<file path="src/rtl/hilo_pkg.sv">
// Shared op codes, FSM state encoding and op-class helpers for the HI/LO multiply/divide unit.
package hilo_pkg;

  localparam logic [2:0] OP_NOP   = 3'b000;
  localparam logic [2:0] OP_MULT  = 3'b001;
  localparam logic [2:0] OP_MULTU = 3'b010;
  localparam logic [2:0] OP_DIV   = 3'b011;
  localparam logic [2:0] OP_DIVU  = 3'b100;
  localparam logic [2:0] OP_MTHI  = 3'b101;
  localparam logic [2:0] OP_MTLO  = 3'b110;
  localparam logic [2:0] OP_NOP7  = 3'b111;

  typedef enum logic [1:0] {
    S_IDLE = 2'd0,
    S_CALC = 2'd1,
    S_FIX  = 2'd2
  } state_t;

  function automatic logic is_muldiv(input logic [2:0] op);
    return (op >= OP_MULT) && (op <= OP_DIVU);
  endfunction

  function automatic logic is_div(input logic [2:0] op);
    return (op == OP_DIV) || (op == OP_DIVU);
  endfunction

  function automatic logic is_signed_op(input logic [2:0] op);
    return (op == OP_MULT) || (op == OP_DIV);
  endfunction

endpackage

</file>
<file path="src/rtl/muldiv_iter_core.sv">
// One combinational iteration on {acc,q}: shift-add multiply (right shift) or restoring
// divide (left shift). Operands are unsigned magnitudes; signs are handled by the caller.
module muldiv_iter_core #(
  parameter int WIDTH = 32
) (
  input  logic             i_is_div,
  input  logic [WIDTH-1:0] i_acc,
  input  logic [WIDTH-1:0] i_q,
  input  logic [WIDTH-1:0] i_b,
  output logic [WIDTH-1:0] o_acc,
  output logic [WIDTH-1:0] o_q
);

  logic [WIDTH:0] w_sum;
  logic [WIDTH:0] w_shl;
  logic [WIDTH:0] w_diff;
  logic           w_ge;

  always_comb begin
    w_sum  = {1'b0, i_acc} + (i_q[0] ? {1'b0, i_b} : '0);
    w_shl  = {i_acc, i_q[WIDTH-1]};
    w_diff = w_shl - {1'b0, i_b};
    w_ge   = (w_shl >= {1'b0, i_b});
    if (i_is_div) begin
      o_acc = w_ge ? w_diff[WIDTH-1:0] : w_shl[WIDTH-1:0];
      o_q   = {i_q[WIDTH-2:0], w_ge};
    end else begin
      // Carry out of the add becomes the new top bit; the LSB retires into q.
      o_acc = w_sum[WIDTH:1];
      o_q   = {w_sum[0], i_q[WIDTH-1:1]};
    end
  end

endmodule

</file>
<file path="src/rtl/hilo_muldiv_unit.sv">
// Iterative MULT/MULTU/DIV/DIVU unit with HI/LO registers, MTHI/MTLO writes and busy/done handshake.
// Optional divide-by-zero early exit and flag: define MULDIV_DIV0_DETECT_EN.
module hilo_muldiv_unit
  import hilo_pkg::*;
#(
  parameter int WIDTH = 32
) (
  input  logic             clk,
  input  logic             reset,
  input  logic             start,
  input  logic [2:0]       op,
  input  logic [WIDTH-1:0] A,
  input  logic [WIDTH-1:0] B,
  output logic             busy,
  output logic             done,
  output logic             div0,
  output logic [WIDTH-1:0] outHI,
  output logic [WIDTH-1:0] outLO,
  output logic [1:0]       o_dbg_state
);

  localparam int CW = (WIDTH > 1) ? $clog2(WIDTH) : 1;
  localparam logic [CW-1:0] LAST = CW'(WIDTH - 1);

  state_t           r_state, w_state_nxt;
  logic [CW-1:0]    r_cnt;
  logic [WIDTH-1:0] r_acc, r_q, r_b, r_hi, r_lo;
  logic             r_is_div, r_neg_lo, r_neg_hi, r_done;
  logic             w_accept, w_mt_hi, w_mt_lo, w_dz_skip, w_signed, w_div_op;
  logic [WIDTH-1:0] w_a_mag, w_b_mag, w_core_acc, w_core_q, w_hi_fix, w_lo_fix;
  logic [2*WIDTH-1:0] w_prod, w_prod_fix;

  assign w_signed = is_signed_op(op);
  assign w_div_op = is_div(op);
  assign w_a_mag  = (w_signed && A[WIDTH-1]) ? (WIDTH'(0) - A) : A;
  assign w_b_mag  = (w_signed && B[WIDTH-1]) ? (WIDTH'(0) - B) : B;

`ifdef MULDIV_DIV0_DETECT_EN
  logic r_dz, r_div0;
  assign w_dz_skip = w_div_op && (B == '0);
  assign div0      = r_div0;
`else
  assign w_dz_skip = 1'b0;
  assign div0      = 1'b0;
`endif

  // Handshake: start is only looked at while busy=0; a multi-cycle op is accepted on that
  // edge and done pulses for one cycle with HI/LO already updated and busy back at 0.
  always_comb begin
    w_state_nxt = r_state;
    w_accept    = 1'b0;
    w_mt_hi     = 1'b0;
    w_mt_lo     = 1'b0;
    unique case (r_state)
      S_IDLE: if (start) begin
        if (is_muldiv(op)) begin
          w_accept    = 1'b1;
          w_state_nxt = w_dz_skip ? S_FIX : S_CALC;
        end else if (op == OP_MTHI) begin
          w_mt_hi = 1'b1;
        end else if (op == OP_MTLO) begin
          w_mt_lo = 1'b1;
        end
      end
      S_CALC:  if (r_cnt == LAST) w_state_nxt = S_FIX;
      S_FIX:   w_state_nxt = S_IDLE;
      default: w_state_nxt = S_IDLE;
    endcase
  end

  always_ff @(posedge clk) begin
    if (reset) r_state <= S_IDLE;
    else       r_state <= w_state_nxt;
  end

  muldiv_iter_core #(.WIDTH(WIDTH)) u_core (
    .i_is_div (r_is_div),
    .i_acc    (r_acc),
    .i_q      (r_q),
    .i_b      (r_b),
    .o_acc    (w_core_acc),
    .o_q      (w_core_q)
  );

  always_comb begin
    w_prod     = {r_acc, r_q};
    w_prod_fix = r_neg_lo ? ((2*WIDTH)'(0) - w_prod) : w_prod;
    if (r_is_div) begin
      w_hi_fix = r_neg_hi ? (WIDTH'(0) - r_acc) : r_acc;
      w_lo_fix = r_neg_lo ? (WIDTH'(0) - r_q) : r_q;
    end else begin
      w_hi_fix = w_prod_fix[2*WIDTH-1:WIDTH];
      w_lo_fix = w_prod_fix[WIDTH-1:0];
    end
  end

  always_ff @(posedge clk) begin
    if (reset) begin
      r_cnt    <= '0;
      r_acc    <= '0;
      r_q      <= '0;
      r_b      <= '0;
      r_hi     <= '0;
      r_lo     <= '0;
      r_is_div <= 1'b0;
      r_neg_lo <= 1'b0;
      r_neg_hi <= 1'b0;
      r_done   <= 1'b0;
`ifdef MULDIV_DIV0_DETECT_EN
      r_dz     <= 1'b0;
      r_div0   <= 1'b0;
`endif
    end else begin
      r_done <= 1'b0;
`ifdef MULDIV_DIV0_DETECT_EN
      r_div0 <= 1'b0;
`endif
      if (w_mt_hi) r_hi <= A;
      if (w_mt_lo) r_lo <= A;
      if (w_accept) begin
        r_cnt    <= '0;
        r_acc    <= '0;
        r_is_div <= w_div_op;
        r_q      <= w_div_op ? w_a_mag : w_b_mag;
        r_b      <= w_div_op ? w_b_mag : w_a_mag;
        // A zero divisor keeps the quotient positive so LO comes out all ones.
        r_neg_lo <= w_signed && (A[WIDTH-1] ^ B[WIDTH-1]) && !(w_div_op && (B == '0));
        r_neg_hi <= w_signed && w_div_op && A[WIDTH-1];
`ifdef MULDIV_DIV0_DETECT_EN
        r_dz     <= w_dz_skip;
`endif
      end else if (r_state == S_CALC) begin
        r_acc <= w_core_acc;
        r_q   <= w_core_q;
        r_cnt <= r_cnt + 1'b1;
      end else if (r_state == S_FIX) begin
        r_done <= 1'b1;
`ifdef MULDIV_DIV0_DETECT_EN
        r_div0 <= r_dz;
        if (!r_dz) begin
          r_hi <= w_hi_fix;
          r_lo <= w_lo_fix;
        end
`else
        r_hi <= w_hi_fix;
        r_lo <= w_lo_fix;
`endif
      end
    end
  end

  assign busy        = (r_state != S_IDLE);
  assign done        = r_done;
  assign outHI       = r_hi;
  assign outLO       = r_lo;
  assign o_dbg_state = r_state;

endmodule

</file>
<file path="config.mk">
export PLATFORM = sky130hd
export DESIGN_NAME = hilo_muldiv_unit
export DESIGN_NICKNAME = d
export VERILOG_FILES = /design/src/rtl/hilo_pkg.sv /design/src/rtl/muldiv_iter_core.sv /design/src/rtl/hilo_muldiv_unit.sv
export SDC_FILE = /design/constraint.sdc
export NUM_CORES = 1
export LEC_CHECK = 0
export BUFFER_PORTS_ARGS = -buffer_cell sky130_fd_sc_hd__buf_2
export CAP_MARGIN = 20
export CORE_UTILIZATION = 29
export DETAILED_ROUTE_END_ITERATION = 6
export GPL_ROUTABILITY_DRIVEN = 1
export MAX_ROUTING_LAYER = met4
export PLACE_DENSITY = 0.5
export SETUP_SLACK_MARGIN = 0.5
export SLEW_MARGIN = 15
export SYNTH_ARGS = -nofsm -noshare
export SYNTH_HDL_FRONTEND = slang
export SYNTH_SLANG_ARGS = --single-unit
</file>
<file path="constraint.sdc">
create_clock -name clk -period 9.8 [get_ports clk]
set_input_delay 0 -clock clk [delete_from_list [all_inputs] [get_ports clk]]
set_output_delay 0 -clock clk [all_outputs]
set_load 0.01 [all_outputs]
</file>
==> key figures, run 1 <==
Run status
  • Outcome: completed

Drt
  • Initial DRT Pass Iterations: 7
  • Initial DRC count: 1635
  • Routed length per instance: 23.0 um
  • Vias: 15500
  • Final ANT Viol Nets: 0
  • Total Wirelength: 62.0 mm
  • Vias per inst: 5.74
  • # DRC: 0

Min path
  • Hold path cells: 3
  • Worst hold path type: in2reg

STA
  • Final WS setup: 5.68 ns
  • Setup TNS after final layout: 0 ns
  • Max Slew Vio Count: 0
  • Ratio of final minimum period to clock period: 42.0%
  • Worst-margin pin slew: 1.16 ns
  • Final hold vios: 0
  • Final Skew: 0.0144 ns
  • RSZ-0062 raised after global routing: false
  • Slew margin rel.: 22.5%
  • Fin crit period: 4.12 ns
  • Achievable clock frequency: 0.243 GHz
  • Hold WS: 0.0219 ns
  • Final setup vio count: 0

Setup path
  • R2R depth: 11
  • Critical path class: reg2reg
  • Worst EP required: 10.20 ns
  • CP Capture Type: flip-flop
  • CP Launch Type: flip-flop
  • CP max FO: 10
  • Critical Path AT: 4.52 ns

Yosys
  • Netlist Area Pre-Place: 14600 um2
  • Syn Nets: 2089
  • Synth warnings: 0
  • Async SR Flop Fraction: 0%
  • Leading post-synthesis cells by cell area: dfxtp_1 24%, nor2_1 6.7%, mux2i_1 6.4%, a21oi_1 6.2%, ha_1 6.0%
  • Mean Syn Cell Area: 7.47 um2
  • Top cell type's share of synthesized area: 23.5%
  • Synth area leader: dfxtp_1
  • Most frequent cell after synthesis: nor2_1
  • Yosys reg bits: 171
  • Sequential share of the synthesized area: 23.5%
  • Syn Inst Count: 1947
  • Post-synth EDFFs: 0
  • Synth top cells by count: 258 x nor2_1, 180 x a21oi_1, 171 x dfxtp_1
  • Yosys cell types: 74
  • Main flop type after synthesis: dfxtp_1

Power and ir drop
  • Power per Cell Area: 147 nW/um2
  • Pleak: 0.00709 uW
  • Maximum VDD drop: 0.127 mV
  • Power Total: 2430 uW

Die
  • Die Width: 226 um
  • Rows: 81
  • Top-Level Pins: 139
  • Core area: 49300 um2
  • Initial Util: 29.5%
  • Die H: 226 um
  • Die area: 51100 um2

Global route
  • Initial antenna violation count: 2
  • Grt total ovfl: 0
  • Total GRT Usage: 24.5%
  • Vias in the first global route: 14100
  • First-pass GRT wire length: 90.6 mm
  • Largest net degree at the start of global routing: 92

Clocking
  • Root Driver: clkbuf_16
  • CTS H-tree depth: 4
  • Clock-pin transition on the worst setup and hold timing paths: 0.08 ns
  • Clk sinks: 171
  • CTS tree: built
  • Post-CTS setup buffer count: 0
  • Hold-fix buffers, CTS: 32
  • CTS buffer count: 17
  • CTS Buffer Depth: 2
  • CTS resizes: 0
  • Clock Latency Late Sink: 0.47 ns

Place
  • GPL Wtd Cong: 0.921
  • Post-DP HPWL: 47.2 mm
  • Port Buffers: 137
  • Post-Place Worst Slack: 5.73 ns

Flow run
  • Max-cap viol count: 0

Layout
  • Synth-to-layout area growth: 14.1%
  • Filler instances: 5290
  • Layout cells sized above 1: 11.7%
  • FF/Latch Area: 3430 um2
  • Fin nets: 2161
  • Multi-input logic area: 10400 um2
  • Util after Layout: 33.7%
==> final cells by class <==
cell class | count | share of cell area [%]
well taps | 664 | 5.01
diodes | 2 | 0.0302
repair buffers | 189 | 6.98
inverters | 62 | 1.40
flip-flops and latches | 171 | 20.6
multi-input cells | 1578 | 62.6
clock buffers | 18 | 2.65
clock inverters | 14 | 0.656
==> sequential cells by signal, indices dropped and copies added, names as in the netlist <==
| name | count |
|---|---|
| r_q | 32 |
| r_neg_lo | 1 |
| r_b | 32 |
| r_is_div | 1 |
| o_dbg_state | 2 |
| outLO | 32 |
| r_neg_hi | 1 |
| r_acc | 32 |
| outHI | 32 |
| r_cnt | 5 |
| done | 1 |
==> per-stage QoR <==
stage | std cells | cell area [um2]
CTS | 2696 | 16600
finish | 2698 | 16600
floorplan | 1947 | 14600
global placement | 2632 | 15700
global route | 2698 | 16600
detailed placement | 2632 | 15700
==> kinds of logic after synthesis <==
kind of cell | Yosys count | share of synthesized area (%)
AOI/OAI and AO/OA | 591 | 26.5
xor gates and xnor gates | 167 | 10.1
adders and majority gates | 72 | 6.29
buffers and inverters | 198 | 5.26
DFF | 171 | 23.5
muxes | 109 | 7.64
other | 1 | 0.0258
and+or+nand+nor | 638 | 20.7
==> layout by cell type (no fill, tap or decap), drive strengths merged, types with 75 or more instances in the layout <==
master,instances
dfxtp,171
xnor2,92
nor2,258
o21ai,110
nand2,126
mux2i,93
a21oi,180
buf,157
xor2,75
a211oi,79
==> report_power, final <==
part           internal [uW]  switching, uW
Clock                    336            335
Sequential               736           90.4
Combinational            350            585
==> worst max-delay path, cell delays in order, from the launching register on <==
cell and delay [ns]:
dfxtp_1 0.55, ha_1 0.36, a21o_1 0.23, or3_1 0.33, o21ai_0 0.44, or4_1 0.33, a21oi_1 0.14, nor3_2 0.71
buf_4 0.31, nor3_1 0.07, or4_1 0.49, o211ai_1 0.09
==> final timing paths <==
check | from | end | slack, ns
setup / recovery | r_acc[5]$_SDFFE_PP0P_ | r_acc[30]$_SDFFE_PP0P_ | 5.68
setup reg to reg | r_acc[5]$_SDFFE_PP0P_ | r_acc[30]$_SDFFE_PP0P_ | 5.68
hold reg to reg | r_b[26]$_SDFFE_PP0P_ | r_b[26]$_SDFFE_PP0P_ | 0.46
hold / removal | B[0] | r_q[0]$_SDFFE_PP0P_ | 0.02
==> metal layers <==
| metal | global-route usage, % | vias up | share of wire (%) |
|---|---|---|---|
| met1 | 32.6 | 7441 | 45 |
| met4 | 9.06 | 0 | 3.2 |
| met3 | 3.94 | 92 | 7.3 |
| met5 | - | - | 0 |
| met2 | 37.0 | 663 | 44 |
| li1 | - | 7286 | - |
Power figures use the tool's default switching activity.
==> run 2, diff against run 1 <==
==> constraint.sdc (replaced) <==
create_clock -name clk -period 4.15 [get_ports clk]
set_input_delay 0 -clock clk [delete_from_list [all_inputs] [get_ports clk]]
set_output_delay 0 -clock clk [all_outputs]
set_load 0.01 [all_outputs]
==> key figures, run 2 (same netlist as run 1, synthesis figures left out) <==
Die
  • Top-Level Pins: 139 (unchanged)
  • Core area: 49300 um2 (unchanged)
  • Initial Util: 29.5% (unchanged)
  • Die H: 226 um (unchanged)
  • Die Width: 226 um (unchanged)
  • Die area: 51100 um2 (unchanged)
  • Rows: 81 (unchanged)

STA
  • Fin crit period: 3.45 ns (-0.675 ns)
  • Max Slew Vio Count: 0 (unchanged)
  • RSZ-0062 raised after global routing: false
  • Achievable clock frequency: 0.290 GHz (+20%)
  • Ratio of final minimum period to clock period: 83.0% (+41 points)
  • Setup TNS after final layout: 0 ns (unchanged)
  • Final setup vio count: 0 (unchanged)
  • Slew margin rel.: 27.0% (+4.5 points)
  • Final Skew: 0.0168 ns (+0.00241 ns)
  • Worst-margin pin slew: 1.09 ns (-0.0654 ns)
  • Final hold vios: 0 (unchanged)

Min path
  • Hold path cells: 3 (unchanged)
  • Hold Crit Endpoint: r_q[0]$_SDFFE_PP0P_
  • Worst hold path type: in2reg
  • Min-delay src: B[0]

Setup path
  • FF-to-FF End: outHI[22]$_SDFF_PP0_
  • R2R depth: 10 (-1)
  • Critical path class: reg2reg
  • CP max FO: 7 (-3)
  • CP Capture Type: flip-flop
  • R2R setup slack: 0.70 ns (-4.98 ns)
  • Critical Path AT: 3.81 ns (-0.71 ns)
  • CP Launch Type: flip-flop
  • Worst EP required: 4.51 ns (-5.69 ns)
  • Reg-to-reg startpoint: r_q[2]$_SDFFE_PP0P_

Clocking
  • CTS buffer count: 17 (unchanged)
  • Clock-pin transition on the worst setup and hold timing paths: 0.07 ns (about the same)
  • Clk sinks: 171 (unchanged)
  • Root Driver: clkbuf_16
  • Clock Latency Late Sink: 0.47 ns (about the same)
  • CTS tree: built
  • CTS Buffer Depth: 2 (unchanged)
  • CTS H-tree depth: 4 (unchanged)

Global route
  • Largest net degree at the start of global routing: 98 (+6.5%)
  • Total GRT Usage: 24.5% (about the same)
  • Vias in the first global route: 14500 (+2.5%)
  • Grt total ovfl: 0 (unchanged)
  • Initial antenna violation count: 2 (unchanged)
  • First-pass GRT wire length: 91.1 mm (+0.54%)

Power and ir drop
  • Power per Cell Area: 344 nW/um2 (+130%)
  • Pleak: 0.00737 uW (+3.9%)
  • Maximum VDD drop: 0.253 mV (+98%)

Place
  • Port Buffers: 137 (unchanged)
  • GPL Wtd Cong: 0.965 (+4.7%)
  • Area post-placement: 16100 um2 (+2.4%)
  • Post-DP HPWL: 47.9 mm (+1.3%)

Drt
  • Vias per inst: 5.66 (-1.5%)
  • Initial DRC count: 1579 (-3.4%)
  • Total Wirelength: 61.6 mm (-0.69%)
  • Routed length per instance: 22.4 um (-2.4%)
  • Initial DRT Pass Iterations: 7 (unchanged)
  • Final ANT Viol Nets: 0 (unchanged)
  • Vias: 15500 (+0.26%)
  • # DRC: 0 (unchanged)

Flow run
  • Max-cap viol count: 0 (unchanged)

Layout
  • Final instance area: 17000 um2 (+2.7%)
  • Synth-to-layout area growth: 17.2%
  • Fin nets: 2209 (+2.2%)
  • Commonest non-fill, non-tap cell in the layout: nor2_1
  • Filler instances: 5272 (-0.34%)
  • Most frequent cells in the layout: 257 x nor2_1, 178 x a21oi_1, 170 x dfxtp_1, 136 x buf_2, 126 x nand2_1
  • Layout cells sized above 1: 13.8% (+2.0 points)

Run status
  • Outcome: completed
[run 2: cell types whose count changed in the layout (fill, tap and decap cells not counted), moves of 2 or more]
cell	change
a21oi_2	+2
a21oi_1	-2
buf_12	+2
dlygate4sd3_1	+2
clkbuf_1	+3
o21ai_0	-2
inv_8	-2
bufinv_16	+2
clkinv_2	-2
buf_4	+44
[run 2: metal layers]
metal | global-route usage (%) | share of wire (%)
met5 | - | 0
met4 | 10.4 | 3.9
met3 | 2.35 | 5.9
met2 | 36.6 | 44
met1 | 33.3 | 46
[run 2: worst max-delay path by stage]
stage | startpoint | endpoint | slack (ns) | cells after the start
6_report | r_q[2]$_SDFFE_PP0P_ | outHI[22]$_SDFF_PP0_ | 0.70 | 10
5_1_grt | r_q[0]$_SDFFE_PP0P_ | r_acc[25]$_SDFFE_PP0P_ | 0.53 | 14
4_1_cts | r_q[0]$_SDFFE_PP0P_ | r_acc[25]$_SDFFE_PP0P_ | 0.55 | 14
3_5_place_dp | r_q[0]$_SDFFE_PP0P_ | r_acc[25]$_SDFFE_PP0P_ | 0.34 | 14
3_3_place_gp | r_b[6]$_SDFFE_PP0P_ | r_acc[29]$_SDFFE_PP0P_ | 0.39 | 11
2_1_floorplan | r_q[0]$_SDFFE_PP0P_ | r_acc[25]$_SDFFE_PP0P_ | 0.90 | 13
[run 2: metrics by stage]
step | utilization, % | cells | power, uW | setup slack, ns | hold slack (ns)
final | 34.6 | 2745 | 5870 | 0.704 | 0.0328
after global routing | 34.6 | 2745 | 6180 | 0.534 | 0.0607
after CTS | 34.6 | 2743 | 5870 | 0.552 | 0.0153
after detailed placement | 32.7 | 2678 | 4170 | 0.341 | 0.393
after global placement | 32.7 | 2678 | 4180 | 0.389 | 0.386
after floorplan | - | 1947 | 3390 | 0.901 | 0.150
[run 2: cell type report]
class | count | area, um2 | area share, %
multi-input cells | 1578 | 10400 | 61.2
flip-flops and latches | 171 | 3430 | 20.1
repair buffers | 237 | 1550 | 9.09
well taps | 664 | 831 | 4.87
clock buffers | 22 | 464 | 2.72
inverters | 62 | 233 | 1.37
clock inverters | 9 | 114 | 0.668
diodes | 2 | 5.00 | 0.0294
[run 2: power breakdown]
group,internal (uW),switching [uW],total (uW)
clock,920,730,1650
combinational,896,1440,2340
sequential,1740,146,1890
total,3550,2320,5870
[run 2: critical path: stages, from the launching register on]
cell and delay (ns):
dfxtp_1 0.39, or4_1 0.60, nor3b_1 0.57, nand4_1 0.16, buf_4 0.21, o31a_1 0.35
nor4b_1 0.50, nor2_1 0.11, xor2_1 0.18, nor2_1 0.06, a211oi_1 0.22
[run 2: timing repair]
action	in CTS	in global routing
gates resized for setup	2	7
setup endpoints to repair	3	16
pin swaps	0	0
endpoints found under the hold margin	73	0
buffers inserted	0	0
hold buffers	34	0
